<file path="config.mk">
export PLATFORM = sky130hd
export DESIGN_NAME = xaddrgen_sched
export DESIGN_NICKNAME = d
export VERILOG_FILES = /design/src/rtl/xaddrgen_sched.sv
export SDC_FILE = /design/constraint.sdc
export NUM_CORES = 1
export LEC_CHECK = 0
export ABC_CLOCK_PERIOD_IN_PS = 3600
export CAP_MARGIN = 40
export CORE_ASPECT_RATIO = 0.8
export CORE_MARGIN = 3
export CORE_UTILIZATION = 60
export DETAILED_ROUTE_END_ITERATION = 6
export DONT_BUFFER_PORTS = 1
export HOLD_SLACK_MARGIN = 0.1
export PLACE_DENSITY_LB_ADDON = 0.1
export SYNTH_ARGS = -nofsm -noshare
export SYNTH_HDL_FRONTEND = slang
export SYNTH_SLANG_ARGS = --single-unit
</file>
<file path="constraint.sdc">
create_clock -name clk -period 3.6 [get_ports clk]
set_input_delay 0.18 -clock clk [delete_from_list [all_inputs] [get_ports clk]]
set_output_delay 0.18 -clock clk [all_outputs]
set_load 0.1 [all_outputs]
</file>
<file path="src/rtl/xaddrgen_sched.sv">
// xaddrgen_sched: descriptor FIFO plus launch FSM for a single xaddrgen.
// Each queued job is loaded into the ag_* configuration registers. The FSM then
// pulses init/run and waits for done to fall and rise again.
// Optional feature: define XADDRGEN_SCHED_PERF_EN to build the busy_cycles
// counter. When it is undefined, busy_cycles is tied to 0.
module xaddrgen_sched #(
   parameter int MEM_ADDR_W = 10,
   parameter int PERIOD_W   = 10,
   parameter int QDEPTH_W   = 2
) (
   input  logic                         clk,
   input  logic                         rst,
   input  logic                         sched_en,
   input  logic                         flush,
   input  logic                         pause_in,
   input  logic                         desc_valid,
   output logic                         desc_ready,
   input  logic        [MEM_ADDR_W-1:0] desc_iter,
   input  logic        [PERIOD_W-1:0]   desc_per,
   input  logic        [PERIOD_W-1:0]   desc_duty,
   input  logic        [PERIOD_W-1:0]   desc_delay,
   input  logic        [MEM_ADDR_W-1:0] desc_start,
   input  logic signed [MEM_ADDR_W-1:0] desc_shift,
   input  logic signed [MEM_ADDR_W-1:0] desc_incr,
   output logic        [MEM_ADDR_W-1:0] ag_iterations,
   output logic        [PERIOD_W-1:0]   ag_period,
   output logic        [PERIOD_W-1:0]   ag_duty,
   output logic        [PERIOD_W-1:0]   ag_delay,
   output logic        [MEM_ADDR_W-1:0] ag_start,
   output logic signed [MEM_ADDR_W-1:0] ag_shift,
   output logic signed [MEM_ADDR_W-1:0] ag_incr,
   output logic                         ag_init,
   output logic                         ag_run,
   output logic                         ag_pause,
   input  logic                         ag_done,
   output logic                         busy,
   output logic                         job_done,
   output logic [15:0]                  jobs_cnt,
   output logic [QDEPTH_W:0]            q_level,
   output logic [31:0]                  busy_cycles
);

   localparam int DEPTH = 1 << QDEPTH_W;
   localparam int DW    = 4 * MEM_ADDR_W + 3 * PERIOD_W;
   localparam logic [QDEPTH_W:0] FULL_LVL = (QDEPTH_W + 1)'(DEPTH);

   typedef enum logic [2:0] {IDLE, LOAD, INIT, RUN, ARM, WAIT} state_t;

   state_t              state, state_next;
   logic [DW-1:0]       mem [DEPTH];
   logic [DW-1:0]       cfg;
   logic [QDEPTH_W-1:0] wr_ptr, rd_ptr;
   logic [QDEPTH_W:0]   level_next;
   logic                push, pop, launch, finish;

   // A push during flush is dropped. A pop happens only while loading a job.
   assign push   = desc_valid && desc_ready && !flush;
   assign pop    = (state == LOAD);
   // Counting the same-cycle push lets a job pushed into an empty queue load next cycle.
   assign launch = sched_en && !flush && ((q_level != '0) || push);
   assign finish = (state == WAIT) && ag_done;
   assign busy     = (state != IDLE);
   assign ag_pause = pause_in;

   assign {ag_iterations, ag_period, ag_duty, ag_delay, ag_start, ag_shift, ag_incr} = cfg;

   // Queue occupancy after this cycle's flush, push and pop.
   always_comb begin
      level_next = q_level;
      if (flush) begin
         level_next = '0;
      end else if (push && !pop) begin
         level_next = q_level + 1'b1;
      end else if (pop && !push) begin
         level_next = q_level - 1'b1;
      end
   end

   // Descriptor storage (data only, not reset).
   always_ff @(posedge clk) begin
      if (push) begin
         mem[wr_ptr] <= {desc_iter, desc_per, desc_duty, desc_delay,
                         desc_start, desc_shift, desc_incr};
      end
   end

   // Queue pointers, occupancy and registered ready flag.
   always_ff @(posedge clk or negedge rst) begin
      if (!rst) begin
         wr_ptr     <= '0;
         rd_ptr     <= '0;
         q_level    <= '0;
         desc_ready <= 1'b1;
      end else begin
         q_level    <= level_next;
         desc_ready <= (level_next != FULL_LVL);
         if (flush) begin
            wr_ptr <= '0;
            rd_ptr <= '0;
         end else begin
            if (push) wr_ptr <= wr_ptr + 1'b1;
            if (pop)  rd_ptr <= rd_ptr + 1'b1;
         end
      end
   end

   // Job sequencing: load, init pulse, run pulse, then the done fall/rise handshake.
   always_comb begin
      state_next = state;
      unique case (state)
         IDLE:    if (launch) state_next = LOAD;
         LOAD:    state_next = INIT;
         INIT:    state_next = RUN;
         RUN:     state_next = ARM;
         ARM:     if (!ag_done) state_next = WAIT;
         WAIT:    if (ag_done) state_next = launch ? LOAD : IDLE;
         default: state_next = IDLE;
      endcase
   end

   // State register and registered one-cycle pulses and job counter.
   always_ff @(posedge clk or negedge rst) begin
      if (!rst) begin
         state    <= IDLE;
         ag_init  <= 1'b0;
         ag_run   <= 1'b0;
         job_done <= 1'b0;
         jobs_cnt <= '0;
      end else begin
         state    <= state_next;
         ag_init  <= (state_next == INIT);
         ag_run   <= (state_next == RUN);
         job_done <= finish;
         if (finish) jobs_cnt <= jobs_cnt + 16'd1;
      end
   end

   // Configuration is captured from the queue head in LOAD and held for the whole job.
   always_ff @(posedge clk or negedge rst) begin
      if (!rst) begin
         cfg <= '0;
      end else if (pop) begin
         cfg <= mem[rd_ptr];
      end
   end

`ifdef XADDRGEN_SCHED_PERF_EN
   // Saturating count of cycles spent outside IDLE.
   always_ff @(posedge clk or negedge rst) begin
      if (!rst) begin
         busy_cycles <= '0;
      end else if (busy && (busy_cycles != '1)) begin
         busy_cycles <= busy_cycles + 32'd1;
      end
   end
`else
   assign busy_cycles = '0;
`endif

endmodule

</file>
==> results.sh, run 1 <==
export IMPL_leakage_nw=6.56
export IMPL_fp_row_count=50
export IMPL_slowest_stage="dfstp_2"
export IMPL_post_cts_repair_setup_buffers=0
export IMPL_die_area_mm2=0.0260
export IMPL_mostFrequentLayoutCells="edfxtp_1, dfrtp_1, dlygate4sd3_1, mux2_2, mux4_2"
export IMPL_grt_pass1_vias=7234
export IMPL_whs_ns=0.136
export IMPL_min_period_ns=2.52
export IMPL_die_width_um=180
export IMPL_power_density_mw_per_mm2=947
export IMPL_finalHoldViolCount=0
export IMPL_yosys_cell_types_count=42
export IMPL_synth_edf_count=280
export IMPL_path_class="reg2reg"
export IMPL_routed_wl_um=27800
export IMPL_crit_family="simple AND/OR/NAND/NOR gates"
export IMPL_numCtsBuffers=36
export IMPL_syn2layout_area_growth_pct=26.6
export IMPL_path_cells="and3b_1, and2_4, buf_12"
export IMPL_max_freq_mhz=397
export IMPL_cts_repair_resized=0
export IMPL_syn_inst=687
export IMPL_clk_pin_slew_ns=0.06
export IMPL_async_reset_ff_share_pct=26.3
export IMPL_fin_setup_tns_ns=0
export IMPL_port_buffers=0
export IMPL_ys_flop_type="edfxtp_1"
export IMPL_critical_path_buf_inv_count=1
export IMPL_clk_root_buffer_cell="clkbuf_16"
export IMPL_ys_seq_area_share_pct=75.5
export IMPL_finish_net_count=930
export IMPL_synth_area_per_cell_um2=21.1
export IMPL_cts_htree_levels=2
export IMPL_coreArea_mm2=0.0235
export IMPL_rsz0062_at_grt="false"
export IMPL_clk_path_buf_depth=3
export IMPL_drive_above_1_share_pct=33.0
export IMPL_ctsHoldBuffers=76
export IMPL_netlist_area_mm2=0.0145
export IMPL_cts_tree="built"
export IMPL_period_share_pct=70.0
export IMPL_start_kind="flip-flop"
export IMPL_p_total_w=0.0173
export IMPL_run_status="finished clean"
export IMPL_antenna_found_initial=3
export IMPL_num_vias=6842
export IMPL_synth_seq_cells=380
export IMPL_slowest_delay_ns=0.91
export IMPL_finalMaxSlewViolations=0
export IMPL_cp_max_fo=38
export IMPL_grtUsageTotal_pct=20.7
export IMPL_drv_cap=0
export IMPL_drtPass1Iterations=5
export IMPL_end_kind="flip-flop"
export IMPL_maxSlewHeadroom_pct=37.3
export IMPL_drc=0
export IMPL_vias_per_cell=5.76
export IMPL_grt_pass1_wl_um=41700
export IMPL_required_ns=3.79
export IMPL_dpl_hpwl_um=15900
export IMPL_overflow=0
export IMPL_mostFrequentLayoutCell="edfxtp_1"
export IMPL_final_setup_viol_count=0
export IMPL_ys_warn_count=0
export IMPL_grt_max_degree=101
export IMPL_cts_sinks=380
export IMPL_worst_endpoint_arrival_ns=2.71
export IMPL_dr_first_iter_drc_count=496
export IMPL_initial_core_util_pct=61.5
export IMPL_gp_congestion=0.751
export IMPL_detail_route_antenna_nets=0
export IMPL_post_drt_wl_per_cell_um=23.4
export IMPL_finalClockSkew_ns=0.0188
export IMPL_clkLatencyLatePin_ns=0.52
export IMPL_io_pins=204
export IMPL_peakVddDrop_v=0.000745
export IMPL_hp_class="in2reg"
export IMPL_tightest_slew_ns=0.940
export IMPL_die_h_um=145
[state kept, by name (all words and copies together) (netlist names), 2 cells and up]
| register | cells |
|---|---|
| state | 3 |
| jobs_cnt | 16 |
| wr_ptr | 2 |
| rd_ptr | 2 |
| q_level | 3 |
| mem | 280 |
| cfg | 70 |
[per-stage QoR]
stage                     cell area, um^2  setup slack [ns]  util [%]  instances
after global routing                18300             0.931      77.8       1188
final                               18300              1.08      77.8       1188
after global placement              14800              1.09      62.8        990
after detailed placement            15700              1.05      66.7       1024
after floorplan                     14600             0.307         -        718
after CTS                           17800              1.05      75.6       1166
[synth_stat cells (all sizes together) (2+ instances only)]
master,number,area (um^2)
nand2b,2,12.5
nor3,3,20.0
nand3,5,30.0
nand2,9,33.8
edfxtp,280,8410
mux4,70,1580
o21ai,4,20.0
buf,52,410
clkbuf,8,30.0
nand4,5,46.3
mux2,72,811
inv,8,30.0
xnor2,14,123
ha,8,100
and3,3,18.8
and2,5,31.3
a21oi,4,20.0
or2,2,12.5
xor2,7,61.3
dfrtp,99,2480
nor2,12,45.0
[path summary, 6_finish.rpt]
kind	from	endpoint	slack [ns]	depth (start not counted)
setup / recovery	desc_ready$_DFF_PN1_	mem[0][67]$_DFFE_PP_	1.08	3
hold / removal	desc_valid	q_level[2]$_DFF_PN0_	0.14	3
setup reg to reg	desc_ready$_DFF_PN1_	mem[0][67]$_DFFE_PP_	1.08	3
hold reg to reg	jobs_cnt[13]$_DFFE_PN0P_	jobs_cnt[13]$_DFFE_PN0P_	0.58	1
max in group asynchronous	rst	rd_ptr[0]$_DFFE_PN0P_	2.88	2
min in group asynchronous	rst	cfg[41]$_DFFE_PN0P_	0.28	2
[layer usage]
metal | global-route usage (%) | vias to the layer above | wire length (um)
met5 | 0 | - | 0
met4 | 5.57 | 0 | 358
met3 | 5.30 | 29 | 1810
met2 | 34.8 | 242 | 14600
met1 | 27.8 | 3602 | 11000
li1 | - | 2969 | -
[report_power, final]
part	internal [W]	switching [W]	leakage, nW
clock	0.00251	0.00155	0.644
sequential	0.00534	0.00189	3.75
combinational	0.00265	0.00341	2.16
[kinds of logic after synthesis]
family / after synthesis / share of synthesized area (%)
flops: 380 / 75.5
mux: 142 / 16.5
buf+inv: 68 / 3.25
simple gates: 53 / 2.16
xor+xnor: 21 / 1.27
compound gates: 13 / 0.562
fa+ha+maj: 9 / 0.761
other cells: 1 / 0.0259
[final cells by class]
type / count / area [um^2]
clock buffers: 53 / 1110
repair buffers: 149 / 2440
flip-flops and latches: 380 / 10900
fillers: 1197 / 5210
multi-input cells: 270 / 3210
well taps: 312 / 390
inverters: 8 / 30.0
diodes: 3 / 7.51
clock inverters: 13 / 206
[worst reg2reg max path, cell delays in order (launching register included)]
cell,delay (ns)
dfstp_2,0.91
and3b_1,0.37
and2_4,0.57
buf_12,0.34
Power figures use the tool's default switching activity.
==> run 2, diff against run 1 <==
Settings changed: ABC_CLOCK_PERIOD_IN_PS 3600 to 2410.
Clock period 3.6 ns to 2.41 ns, I/O delays scaled along.
==> run 2 against run 1 <==
  * Cell count rose by 1.6%
  * Sequential power rose by 36%
  * Sequential share of layout area is 1.0 points lower
  * Critical path depth is the same
  * Core utilization is 1.3 points higher
  * Total power increased by 53%
  * Clock skew decreased by 0.00087 ns
  * Worst setup slack lost 0.60 ns
  * Fmax increased by 31%
  * Final area rose by 1.7%
  * Critical endpoint is now cfg[55]$_DFFE_PN0P_
  * Largest cell class unchanged
  * Largest power group is now combinational logic
==> results.sh, run 2 (same netlist as run 1, synthesis figures left out) <==
export IMPL_switchingPower_w=0.0104
export IMPL_num_vias=6952
export IMPL_met1Wirelength_um=11500
export IMPL_nFillCells=1182
export IMPL_path_cells="buf_12, mux4_2, mux2_2"
export IMPL_mostFrequentLayoutCell="edfxtp_1"
export IMPL_start_kind="flip-flop"
export IMPL_numCtsBuffers=36
export IMPL_required_ns=2.79
export IMPL_clk_path_buf_depth=3
export IMPL_overflow=0
export IMPL_clk_root_buffer_cell="clkbuf_16"
export IMPL_dr_first_iter_drc_count=408
export IMPL_leakage_nw=6.71
export IMPL_routed_wl_um=29500
export IMPL_antenna_found_initial=0
export IMPL_drv_cap=0
export IMPL_cp_max_fo=28
export IMPL_post_drt_wl_per_cell_um=24.5
export IMPL_dpl_hpwl_um=16300
export IMPL_fin_cells=1207
export IMPL_dp_cells=1063
export IMPL_grt_pass1_vias=7734
export IMPL_rsz0062_at_grt="false"
export IMPL_top_layer="met4"
export IMPL_coreArea_mm2=0.0235
export IMPL_end_kind="flip-flop"
export IMPL_finish_net_count=954
export IMPL_clkLatencyLatePin_ns=0.51
export IMPL_largest_register_ffs=280
export IMPL_cts_tree="built"
export IMPL_run_status="finished clean"
export IMPL_setup_ws_ns=0.480
export IMPL_p_sw_share_pct=39.2
export IMPL_die_h_um=145
export IMPL_p_clk_share_pct=21.9
export IMPL_drive_above_1_share_pct=34.3
export IMPL_clk_pin_slew_ns=0.06
export IMPL_regMostFlops="mem"
export IMPL_die_width_um=180
export IMPL_peakVddDrop_v=0.000957
export IMPL_grt_pass1_wl_um=46200
export IMPL_maxSlewHeadroom_pct=38.9
export IMPL_routed_wl_met2_um=15400
export IMPL_drc=0
export IMPL_slowest_stage="dfrtp_4"
export IMPL_initial_core_util_pct=61.5
export IMPL_tightest_slew_ns=0.916
export IMPL_p_comb_share_pct=41.0
export IMPL_postLayoutCoreUtil_pct=79.2
export IMPL_crit_family="multiplexers"
export IMPL_syn2layout_area_growth_pct=28.8
export IMPL_mostFrequentLayoutCells="edfxtp_1, dfrtp_1, dlygate4sd3_1, mux2_2, mux4_2"
export IMPL_gp_congestion=0.731
export IMPL_worst_endpoint_arrival_ns=2.31
export IMPL_drtPass1Iterations=6
export IMPL_cts_htree_levels=2
export IMPL_grt_max_degree=101
export IMPL_hp_class="in2out"
export IMPL_top_regs="mem x280, cfg x70, jobs_cnt x16"
export IMPL_place_area_mm2=0.0165
export IMPL_period_share_pct=80.1
export IMPL_power_density_mw_per_mm2=1420
export IMPL_detail_route_antenna_nets=0
export IMPL_num_antenna_cells=0
export IMPL_met3_length_um=2080
export IMPL_port_buffers=0
export IMPL_post_cts_repair_setup_buffers=0
export IMPL_min_period_ns=1.93
export IMPL_critical_path_buf_inv_count=1
export IMPL_grtUsageTotal_pct=23.3
export IMPL_r2r_setup_slack_ns=0.48
export IMPL_io_pins=204
export IMPL_max_freq_mhz=518
export IMPL_cts_sinks=380
export IMPL_slowest_delay_ns=0.63
export IMPL_finalMaxSlewViolations=0
export IMPL_vias_per_cell=5.76
export IMPL_fin_area_mm2=0.0186
export IMPL_finalHoldViolCount=0
export IMPL_internal_power_w=0.0161
export IMPL_pwr_share_seq_pct=37.2
export IMPL_pre_cts_slack_ns=0.499
export IMPL_path_class="reg2reg"
export IMPL_cts_repair_resized=0
export IMPL_die_area_mm2=0.0260
export IMPL_finalClockSkew_ns=0.0179
export IMPL_final_setup_viol_count=0
export IMPL_fp_row_count=50
-- run 2: cell count changes in the layout (fill, tap and decap cells not counted), moves of 2 or more --
| cell | previous run | this run |
|---|---|---|
| buf_12 | 5 | 16 |
| buf_4 | 15 | 24 |
| clkbuf_1 | 6 | 8 |
| buf_16 | 53 | 57 |
| diode_2 | 3 | 0 |
| clkbuf_16 | 39 | 37 |
| clkbuf_8 | 8 | 10 |
-- run 2: layout make-up --
class,count,area (um^2),share of cell area [%]
tap,312,390,2.10
multi-input combinational,270,3210,17.2
clock buffer,55,1090,5.87
sequential,380,10900,58.6
timing repair buffer,173,2840,15.2
inverter,8,30.0,0.161
clock inverter,9,143,0.766
-- run 2: final timing paths --
path / cells past startpoint / from / endpoint
max reg2reg: 3 / rd_ptr[0]$_DFFE_PN0P_ / cfg[55]$_DFFE_PN0P_
max in group asynchronous: 2 / rst / cfg[14]$_DFFE_PN0P_
min reg2reg: 1 / jobs_cnt[15]$_DFFE_PN0P_ / jobs_cnt[15]$_DFFE_PN0P_
max: 3 / rd_ptr[0]$_DFFE_PN0P_ / cfg[55]$_DFFE_PN0P_
min: 0 / pause_in / ag_pause
min in group asynchronous: 2 / rst / cfg[67]$_DFFE_PN0P_
-- run 2: metal layers --
| metal | global-route usage (%) | vias up |
|---|---|---|
| met5 | 0 | - |
| met4 | 6.22 | 0 |
| met3 | 6.07 | 52 |
| met2 | 40.5 | 253 |
| met1 | 30.1 | 3640 |
| li1 | - | 3007 |
-- run 2: power groups by stage --
stage / Clock (W) / Sequential [W] / Combinational (W)
floorplan: 0 / 0.0134 / 0.00306
global placement: 0 / 0.0132 / 0.00405
detailed placement: 0 / 0.0102 / 0.0102
CTS: 0.00591 / 0.0101 / 0.0105
global route: 0.00621 / 0.00997 / 0.0113
finish: 0.00581 / 0.00986 / 0.0109
-- run 2: through the flow --
step / setup TNS (ns) / hold WS [ns] / total power [W]
4_1_cts: 0 / 0.238 / 0.0265
3_5_place_dp: 0 / -0.173 / 0.0204
3_3_place_gp: 0 / -0.172 / 0.0172
6_report: 0 / 0.241 / 0.0265
2_1_floorplan: -32.32 / -0.175 / 0.0165
5_1_grt: 0 / 0.241 / 0.0274
-- run 2: what timing repair did --
item                                    in CTS  in global routing
hold buffers                                76                  0
endpoints found under the hold margin      391                  0
endpoints found under the setup margin       0                  0
-- run 2: worst register-to-register path, delay by kind of cell (launching register included) --
| kind | cells | cell delay, ns |
|---|---|---|
| buffers and inverters | 1 | 0.30 |
| flip-flops | 1 | 0.63 |
| multiplexers | 2 | 0.87 |
==> run 3, diff against run 2 <==
Settings changed: ABC_CLOCK_PERIOD_IN_PS 2410 to 1700, CORE_UTILIZATION 60 to 57.
Clock period 2.41 ns to 1.7 ns, I/O delays scaled along.
==> run 3 against run 2 <==
  * The flow now finishes with violations (negative hold slack)
  * Critical endpoint is now busy
  * Register-to-register slack got worse by 0.46 ns
  * Critical path depth did not move
  * Clock skew fell by 0.0039 ns
  * First-iteration DRC count rose by 12%
  * Cell count rose by 3.2%
  * Die area rose by 5.1%
==> results.sh, run 3 (same netlist as run 1, synthesis figures left out) <==
export IMPL_run_status="finished with violations"
export IMPL_violations="negative hold slack"
export IMPL_mostFrequentLayoutCells="edfxtp_1, buf_4, dfrtp_1, dlygate4sd3_1, mux4_2"
export IMPL_area_sequential_mm2=0.0109
export IMPL_worst_endpoint_arrival_ns=1.61
export IMPL_dpl_hpwl_um=16500
export IMPL_peakVddDrop_v=0.00161
export IMPL_numCtsBuffers=36
export IMPL_fin_area_mm2=0.0178
export IMPL_dr_first_iter_drc_count=458
export IMPL_die_width_um=184
export IMPL_grt_max_degree=101
export IMPL_clk_root_buffer_cell="clkbuf_16"
export IMPL_finalClockSkew_ns=0.0140
export IMPL_drive_above_1_share_pct=38.7
export IMPL_io_pins=204
export IMPL_postLayoutCoreUtil_pct=72.4
export IMPL_cts_tree="built"
export IMPL_grt_pass1_vias=7497
export IMPL_cts_sinks=380
export IMPL_min_period_ns=1.69
export IMPL_finish_net_count=985
export IMPL_leakage_nw=6.44
export IMPL_start_kind="flip-flop"
export IMPL_drtPass1Iterations=4
export IMPL_cts_htree_levels=2
export IMPL_largest_register_ffs=280
export IMPL_syn2layout_area_growth_pct=23.4
export IMPL_mostFrequentLayoutCell="edfxtp_1"
export IMPL_path_class="reg2out"
export IMPL_ctsHoldBuffers=74
export IMPL_antenna_found_initial=2
export IMPL_hp_class="in2async"
export IMPL_power_density_mw_per_mm2=1960
export IMPL_cp_max_fo=5
export IMPL_multi_input_area_mm2=0.00325
export IMPL_clk_pin_slew_ns=0.06
export IMPL_vias_per_cell=5.58
export IMPL_drv_cap=0
export IMPL_clkLatencyLatePin_ns=0.51
export IMPL_r2r_setup_slack_ns=0.02
export IMPL_coreArea_mm2=0.0246
export IMPL_initial_core_util_pct=58.7
export IMPL_nFillCells=1444
export IMPL_num_vias=6953
export IMPL_post_drt_wl_per_cell_um=22.4
export IMPL_overflow=0
export IMPL_period_share_pct=99.4
export IMPL_clk_path_buf_depth=3
export IMPL_detail_route_antenna_nets=0
export IMPL_crit_family="flip-flops"
export IMPL_rr_endpoint="desc_ready$_DFF_PN1_"
export IMPL_r2r_start="state[2]$_DFF_PN0_"
export IMPL_finalHoldViolCount=100
export IMPL_grtUsageTotal_pct=20.7
export IMPL_die_h_um=148
export IMPL_die_area_mm2=0.0273
export IMPL_final_setup_viol_count=0
export IMPL_whs_ns=-0.723
export IMPL_top_regs="mem x280, cfg x70, jobs_cnt x16"
export IMPL_critical_path_buf_inv_count=2
export IMPL_port_buffers=0
export IMPL_slowest_stage="dfrtp_1"
export IMPL_finalMaxSlewViolations=0
export IMPL_routed_wl_um=27900
export IMPL_max_freq_mhz=592
export IMPL_slowest_delay_ns=0.40
export IMPL_gp_congestion=0.831
export IMPL_regMostFlops="mem"
export IMPL_path_cells="buf_6, or3_4, buf_12"
export IMPL_reg2reg_depth=6
export IMPL_drc=0
export IMPL_place_area_mm2=0.0157
export IMPL_required_ns=1.62
export IMPL_rsz0062_at_grt="true"
export IMPL_grt_pass1_wl_um=43400
export IMPL_end_kind="primary output"
export IMPL_fp_row_count=51
## run 3: layer usage
layer  global-route usage [%]  part of all wire [%]  vias to the layer above
met5                        0                     0                        -
met1                     28.0                    41                     3612
li1                         -                     -                     3071
met2                     35.1                    51                      229
met3                     4.96                   6.6                       41
met4                     4.76                   1.7                        0
## run 3: report_power, final
part | total, W | switching (W) | internal [W]
registers | 0.0121 | 0.000710 | 0.0114
logic | 0.0147 | 0.0102 | 0.00443
clock network | 0.00820 | 0.00324 | 0.00496
total | 0.0349 | 0.0142 | 0.0208
## run 3: through the flow
step                      cells  hold WS (ns)  TNS [ns]  total power, W  setup slack [ns]
after floorplan             718        -0.211    -94.96          0.0234            -0.339
after global placement     1096        -0.207         0          0.0260            0.0265
after detailed placement   1096        -0.207         0          0.0262            0.0231
after CTS                  1240        -0.743  -0.00149          0.0349          -0.00149
after global routing       1246        -0.746    -0.634          0.0362           -0.0453
final                      1246        -0.723         0          0.0349           0.00977
## run 3: area by class of cell
class / count / share of cell area [%]
Sequential cell: 380 / 61.3
Multi-Input combinational cell: 270 / 18.2
Timing Repair Buffer: 204 / 11.2
Clock buffer: 45 / 5.41
Tap cell: 318 / 2.23
Clock inverter: 19 / 1.41
Inverter: 8 / 0.196
Antenna cell: 2 / 0.0281
## run 3: how the worst max path moves through the flow
stage | startpoint | end | slack [ns] | cells after the start
3_5_place_dp | rd_ptr[0]$_DFFE_PN0P_ | cfg[63]$_DFFE_PN0P_ | 0.02 | 3
2_1_floorplan | desc_ready$_DFF_PN1_ | mem[0][0]$_DFFE_PP_ | -0.34 | 2
3_3_place_gp | rd_ptr[0]$_DFFE_PN0P_ | cfg[68]$_DFFE_PN0P_ | 0.03 | 3
5_1_grt | state[2]$_DFF_PN0_ | desc_ready$_DFF_PN1_ | -0.05 | 6
4_1_cts | state[2]$_DFF_PN0_ | busy | -0.001 | 3
6_report | state[2]$_DFF_PN0_ | busy | 0.01 | 3
## run 3: what timing repair did
action	CTS	global route
setup buffers	5	2
resized for setup	7	7
pin swaps	2	2
endpoints found under the hold margin	394	100
cloned	1	2
setup endpoints to repair	1	51
## run 3: worst reg2reg max path, cell delays in order (launching register included)
cell and delay (ns):
dfrtp_1 0.40, buf_4 0.15, nor3b_4 0.24, buf_6 0.18, a2bb2oi_1 0.19, mux2_2 0.37, o21ai_1 0.09
